### src/rtl/intr_ctrl_if.sv
//------------------------------------------------------------------------------
// Module : intr_ctrl_if
// Brief  : Event/mask/ack and pending/interrupt bundle for intr_ctrl.
// Rev    : 1.0  initial release
//------------------------------------------------------------------------------
`default_nettype none

interface intr_ctrl_if #(
    parameter int NUM_CH = 4,
    parameter int ID_W   = (NUM_CH > 1) ? $clog2(NUM_CH) : 1,
    parameter int TMR_W  = 16
);
    logic [NUM_CH-1:0] stimulus;
    logic [NUM_CH-1:0] edge_mode;
    logic [NUM_CH-1:0] intr_en;
    logic [NUM_CH-1:0] intr_ack;
    logic [TMR_W-1:0]  coal_thr;
    logic [NUM_CH-1:0] pending;
    logic              intr;
    logic [ID_W-1:0]   intr_id;

    modport master (
        output stimulus, edge_mode, intr_en, intr_ack, coal_thr,
        input  pending, intr, intr_id
    );

    modport slave (
        input  stimulus, edge_mode, intr_en, intr_ack, coal_thr,
        output pending, intr, intr_id
    );
endinterface

`default_nettype wire

### src/rtl/intr_ctrl.sv
//------------------------------------------------------------------------------
// Module : intr_ctrl
// Brief  : Multi-channel interrupt controller with pending bits, enable mask and
//          lowest-index priority. Define INTR_COALESCE_EN to add the coalescing timer.
// Rev    : 1.0  initial release
//------------------------------------------------------------------------------
`default_nettype none

module intr_ctrl #(
    parameter int NUM_CH = 4,
    parameter int ID_W   = (NUM_CH > 1) ? $clog2(NUM_CH) : 1,
    parameter int TMR_W  = 16
) (
    input  wire logic  clk,
    input  wire logic  rst_n,
    intr_ctrl_if.slave bus
);

    logic [NUM_CH-1:0] r_stim_d;
    logic [NUM_CH-1:0] r_pending;
    logic              r_intr;
    logic [ID_W-1:0]   r_intr_id;
    logic [NUM_CH-1:0] w_event;
    logic [NUM_CH-1:0] w_active;
    logic              w_any;
    logic [ID_W-1:0]   w_low_id;

    assign w_event  = (bus.stimulus & ~r_stim_d & bus.edge_mode)
                    | (bus.stimulus & ~bus.edge_mode);
    assign w_active = r_pending & bus.intr_en;
    assign w_any    = |w_active;

    // Descending scan so the lowest set index is the last one written
    always_comb begin
        w_low_id = '0;
        for (int i = NUM_CH - 1; i >= 0; i--) begin
            if (w_active[i]) begin
                w_low_id = ID_W'(i);
            end
        end
    end

    // Ack has priority over a same-cycle event
    always_ff @(posedge clk or negedge rst_n) begin
        if (!rst_n) begin
            r_stim_d  <= '0;
            r_pending <= '0;
            r_intr_id <= '0;
        end else begin
            r_stim_d  <= bus.stimulus;
            r_pending <= (r_pending | w_event) & ~bus.intr_ack;
            if (w_any) begin
                r_intr_id <= w_low_id;
            end
        end
    end

`ifdef INTR_COALESCE_EN
    logic [TMR_W-1:0] r_timer;

    // Timer runs only while something is active and the line is still low
    always_ff @(posedge clk or negedge rst_n) begin
        if (!rst_n) begin
            r_timer <= '0;
            r_intr  <= 1'b0;
        end else begin
            if (!w_any) begin
                r_timer <= '0;
            end else if (!r_intr && (r_timer != {TMR_W{1'b1}})) begin
                r_timer <= r_timer + TMR_W'(1);
            end
            r_intr <= w_any & (r_intr | (r_timer == bus.coal_thr));
        end
    end
`else
    logic w_unused_coal_thr;
    assign w_unused_coal_thr = ^bus.coal_thr;

    always_ff @(posedge clk or negedge rst_n) begin
        if (!rst_n) begin
            r_intr <= 1'b0;
        end else begin
            r_intr <= w_any;
        end
    end
`endif

    assign bus.pending = r_pending;
    assign bus.intr    = r_intr;
    assign bus.intr_id = r_intr_id;

endmodule

`default_nettype wire

### src/flat_wrapper.sv
// flat-port wrapper written by rule: the top's interface ports become plain ports
module intr_ctrl_flat 
#(
    parameter int NUM_CH = 4,
    parameter int ID_W   = (NUM_CH > 1) ? $clog2(NUM_CH) : 1,
    parameter int TMR_W  = 16
)
  (clk, rst_n, bus_stimulus, bus_edge_mode, bus_intr_en, bus_intr_ack, bus_coal_thr, bus_pending, bus_intr, bus_intr_id);
  intr_ctrl_if #(.NUM_CH(NUM_CH), .ID_W(ID_W), .TMR_W(TMR_W)) bus_i ();
  input  wire logic clk;
  input  wire logic rst_n;
  input wire logic [$bits(bus_i.stimulus)-1:0] bus_stimulus;
  input wire logic [$bits(bus_i.edge_mode)-1:0] bus_edge_mode;
  input wire logic [$bits(bus_i.intr_en)-1:0] bus_intr_en;
  input wire logic [$bits(bus_i.intr_ack)-1:0] bus_intr_ack;
  input wire logic [$bits(bus_i.coal_thr)-1:0] bus_coal_thr;
  output wire logic [$bits(bus_i.pending)-1:0] bus_pending;
  output wire logic [$bits(bus_i.intr)-1:0] bus_intr;
  output wire logic [$bits(bus_i.intr_id)-1:0] bus_intr_id;
  assign bus_i.stimulus = bus_stimulus;
  assign bus_i.edge_mode = bus_edge_mode;
  assign bus_i.intr_en = bus_intr_en;
  assign bus_i.intr_ack = bus_intr_ack;
  assign bus_i.coal_thr = bus_coal_thr;
  assign bus_pending = bus_i.pending;
  assign bus_intr = bus_i.intr;
  assign bus_intr_id = bus_i.intr_id;
  intr_ctrl #(.NUM_CH(NUM_CH), .ID_W(ID_W), .TMR_W(TMR_W)) u_core (.clk(clk), .rst_n(rst_n), .bus(bus_i));
endmodule
### config.mk
export PLATFORM = sky130hd
export DESIGN_NAME = intr_ctrl_flat
export DESIGN_NICKNAME = d
export VERILOG_FILES = /design/src/rtl/intr_ctrl_if.sv /design/src/rtl/intr_ctrl.sv /design/src/flat_wrapper.sv
export SDC_FILE = /design/constraint.sdc
export NUM_CORES = 1
export LEC_CHECK = 0
export BUFFER_PORTS_ARGS = -buffer_cell sky130_fd_sc_hd__buf_4
export CELL_PAD_IN_SITES_DETAIL_PLACEMENT = 0
export CELL_PAD_IN_SITES_GLOBAL_PLACEMENT = 2
export CORE_MARGIN = 2
export CORE_UTILIZATION = 19
export CTS_BUF_LIST = sky130_fd_sc_hd__clkbuf_8
export DETAILED_ROUTE_END_ITERATION = 8
export HOLD_SLACK_MARGIN = 0.15
export PLACE_DENSITY_LB_ADDON = 0.1
export SLEW_MARGIN = 30
export SYNTH_ARGS = -nofsm -noshare
export SYNTH_HDL_FRONTEND = slang
export SYNTH_SLANG_ARGS = --single-unit
### constraint.sdc
create_clock -name clk -period 0.96 [get_ports clk]
set_input_delay 0.048 -clock clk [delete_from_list [all_inputs] [get_ports clk]]
set_output_delay 0.048 -clock clk [all_outputs]
set_load 0.005 [all_outputs]
# --- Yosys cells after proc, flatten, opt, wreduce, memory -nomap -nowiden ---
# Cells that the tools add are included.
word_totals:
  reg_bits: 11
  input_bits: 34
  output_inout_bits: 7
op_classes:
  mux: 4
  n_bitwise: 10
  reduce_logical: 1
ops:
  columns: ["cell", "count"]
  rows:
  - ["$and A4 B4 Y4", 5]
  - ["$not A4 Y4", 3]
  - ["$mux W2", 4]
  - ["$or A4 B4 Y4", 2]
  - ["$reduce_or A4 Y1", 1]

# --- Logic depth before layout (Yosys ltp) ---
logic_depth:
  depth_word: 6
  mapped_depth: 2
  ltp_nobuf: 2

# --- Worst setup path before layout ---
# Ideal clock, no wire load.
synth_path:
  path_type: "reg2reg"
  start: "register u_core.r_pending[1] (netlist: u_core.bus.pending[1])"
  end: "register u_core.r_intr_id[0] (netlist: u_core.bus.intr_id[0])"
  setup_time_ns: 0.138
  arrival_time_ns: 0.763
  t_required_ns: 0.822
  path_slack_ns: 0.059
  path_stages_with_launch: 3
  path_buffers: 0
  synth_period_minus_slack_ns: 0.901
  cell_sequence: "dfrtp_1 > a221oi_1 > a221oi_2"
synth_between:
  elab_chain_cells: 3
synth_rtl:
  columns: ["element", "line", "text"]
  rows:
  - ["start: declaration", "intr_ctrl.sv:20", "logic [NUM_CH-1:0] r_pending;"]
  - ["start signal: assignment", "intr_ctrl.sv:51", "r_pending <= (r_pending | w_event) & ~bus.intr_ack;"]
  - ["$and A4 B4 Y4 (*)", "intr_ctrl.sv:30", "assign w_active = r_pending & bus.intr_en;"]
  - ["$mux W2 (2 in a row)", "intr_ctrl.sv:37", "if (w_active[i]) begin"]
  - ["end signal: assignment", "intr_ctrl.sv:53", "r_intr_id <= w_low_id;"]
  - ["end: declaration", "intr_ctrl.sv:22", "logic [ID_W-1:0] r_intr_id;"]
# Every way passes the cells marked *; elsewhere a longest branch is shown, timed or not.
# A chain may end at the register's enable or synchronous reset.

# --- Worst setup path in the final report ---
layout_path:
  start: "input bus_intr_en[2]"
  end: "register u_core.r_intr_id[0] (netlist: u_core.bus.intr_id[0])"
layout_between:
  elab_chain_cells: 4
layout_rtl:
  columns: ["element", "line", "text"]
  rows:
  - ["start: declaration", "flat_wrapper.sv:14", "input wire logic [$bits(bus_i.intr_en)-1:0] bus_intr_en;"]
  - ["$and A4 B4 Y4 (*)", "intr_ctrl.sv:30", null]
  - ["$mux W2 (3 in a row)", "intr_ctrl.sv:37", null]
# Marked as above.

==> metrics.txt <==
critical path depth=4; largest net degree at the start of global routing=12; Yosys warning total=0; post-CTS setup-driven buffer insertion count=0; number of rows in the core area=16; Clock H-tree levels=1; crit path to=u_core.bus.intr_id[0]; cell at the slowest stage of the critical path=sky130_fd_sc_hd__dlygate4sd3_1; Slew @ Worst Pin=between 200 and 250 ps; synthesized flop and latch total=11; largest delay contributor family on the critical path=buffers and inverters; Reg2Reg Capture Point=u_core.bus.intr_id[0]; number of DRC violations after detailed-routing iteration 0=0; power per unit of standard cell area=~1500 mW/mm^2; Final Cycle Share=0.964; antenna violations before repair=0; count of buffering cells on the critical path with inverters included=2; Finished Cell Area=a little over 800 um^2; Post-DRT Antenna Nets=0; Slew Viols, Final=0; routed length per instance=10.5 um; cell area after placement=around 630 um^2; arrival time worst endpoint=1060 ps; RSZ-0062 raised after global routing=no; Gate Count Post-Synth=28; GRT overflow=0; total iterations of the first detailed-routing run=1; number of buffers on the longest clock path=2; Worst EP required=approximately 1100 ps; commonest cells after routing, fill and taps aside=sky130_fd_sc_hd__buf_4 (24), sky130_fd_sc_hd__dlygate4sd3_1 (14), sky130_fd_sc_hd__dfrtp_1 (11), sky130_fd_sc_hd__a21boi_1 (5), sky130_fd_sc_hd__clkbuf_8 (3); post-layout minimum cycle time=slightly above 900 ps; register-to-register setup slack=approximately 70 ps; layout-stage area growth over the synthesis result=98.5%; run status=finished, final reports clean; Avg Inst Size Synth=between 10 and 15 um^2; num ports=41; combined area of all synthesized cells=roughly 420 um^2; final hold viol count=0; Worst Setup Start Kind=input port; CP cell instances=dlygate4sd3_1 > buf_4 > and2_4 > a221oi_2; # DRC=0; final setup violation count=0; peak supply drop=around 0.00074 V; Placeable Area=approximately 0.002 mm^2; CTS tree=built; total of buffers placed on input and output ports=24; wire length of the first global-routing pass=~1700 um; CTS clock-pin slew for the worst setup and hold paths=roughly 50 ps; Total Routing Usage GR=0.0949; number of clock sinks seen by CTS=11; worst reg2reg path startpoint=u_core.bus.pending[1]; max capacitance violation total=0; Fill cells=slightly above 200; Hold Path Class=in2reg; vias=383; share of layout cells above drive strength 1=0.486; number of distinct standard cells referenced by the synthesized netlist=11; final RePlAce weighted congestion=0.673; clock insertion delay at the later pin of the skew report=~230 ps; total CTS buffers=3; largest stage delay on the critical path=about 540 ps; leakage power summed over all cells=~0.40 nW; Die Ht=50.8 um; Horiz. Die Dim=approximately 51 um; count of nets after finishing=about 110; sequential area share after synthesis=0.661; highest net fanout along the worst path=2; Worst slew margin=0.855; Initial Util=0.206; summed negative setup slack over all endpoints=0 ps; number of nets in the synthesized netlist=62; die area=0.00258 mm^2; clock root buffer=sky130_fd_sc_hd__clkbuf_8; most frequent standard cell in the layout excluding fill and tap cells=sky130_fd_sc_hd__buf_4; detailed-route vias per instance=3.95; critical path startpoint=bus_intr_en[2]; critical hold path startpoint=bus_intr_en[1]; diodes inserted=0; Setup crit end kind=register; worst r2r path cells=2; aggregate routed wire length=1020 um; Clock Skews=~1.2 ps; vias in the first global route=about 440; dpl hpwl=a little under 800 um; kind of critical path=in2reg; achievable frequency=around 1100 MHz
## per-layer routing
layer | vias up | part of all wire | track usage
li1 | 186 | - | -
met1 | 181 | 0.39 | 0.0889
met2 | 14 | 0.53 | 0.171
met3 | 2 | 0.068 | 0.0322
met4 | 0 | 0.0098 | 0.0676
met5 | - | 0 | 0
## cell families (layout without fill, tap and decap cells)
logic type,after synthesis,in the layout,synth area share
AO/OA/AOI/OAI,13,13,0.291
flip-flops,11,11,0.661
AND/OR/NAND/NOR,3,3,0.0390
buffers and inverters,1,43,0.00900
## worst min path at each step
stage	end	cells after the start
after CTS	u_core.bus.intr	3
after global routing	u_core.bus.intr	3
after floorplan	u_core.bus.intr	0
after global placement	u_core.bus.pending[0]	1
after detailed placement	u_core.r_stim_d[0]	1
final	u_core.bus.intr	3
## what timing repair did
item	CTS	global route
gates resized for setup	1	1
setup endpoints to repair	1	2
hold buffers	13	1
hold endpoints to repair	22	2
## synth_stat cells (all sizes together)
master	n	area (um^2)
dfrtp	11	275
a21boi	5	37.5
a22oi	2	20.0
o21ba	4	40.0
and2	1	8.76
a221oi	2	23.8
nand2	2	7.51
inv	1	3.75
## worst reg2reg max path: cells and delay by family (launching register included)
kind / cells / cell delay [ps]
DFF: 1 / 430
AOI/OAI and AO/OA: 2 / 340
## state kept, by name, summed over array words and instances, names as in the netlist
name and cells:
u_core.bus.pending 4, u_core.bus.intr 1, u_core.bus.intr_id 2, u_core.r_stim_d 4
## where the power goes
part	internal (mW)	switching (mW)
combinational	0.166	0.0710
sequential	0.508	0.0326
clock	0.279	0.154
## per-stage QoR
step,setup slack [ps],power [mW],hold WS (ps),cells,util
floorplan,59.5,0.601,-248,28,-
global placement,37.5,0.727,-112,79,0.312
detailed placement,18.2,0.736,-110,79,0.312
CTS,32.7,1.23,85.8,96,0.402
global route,2.43,1.29,109,97,0.409
finish,35.0,1.21,87.4,97,0.409
## area by class of cell
| type | count | area [um^2] | area share |
|---|---|---|---|
| Sequential cell | 11 | 275 | 0.333 |
| Tap cell | 27 | 33.8 | 0.0408 |
| Clock inverter | 1 | 3.75 | 0.00454 |
| Timing Repair Buffer | 38 | 320 | 0.387 |
| Inverter | 1 | 3.75 | 0.00454 |
| Clock buffer | 3 | 41.3 | 0.0499 |
| Multi-Input combinational cell | 16 | 149 | 0.180 |
No activity file was read; power rests on OpenSTA's default activity.
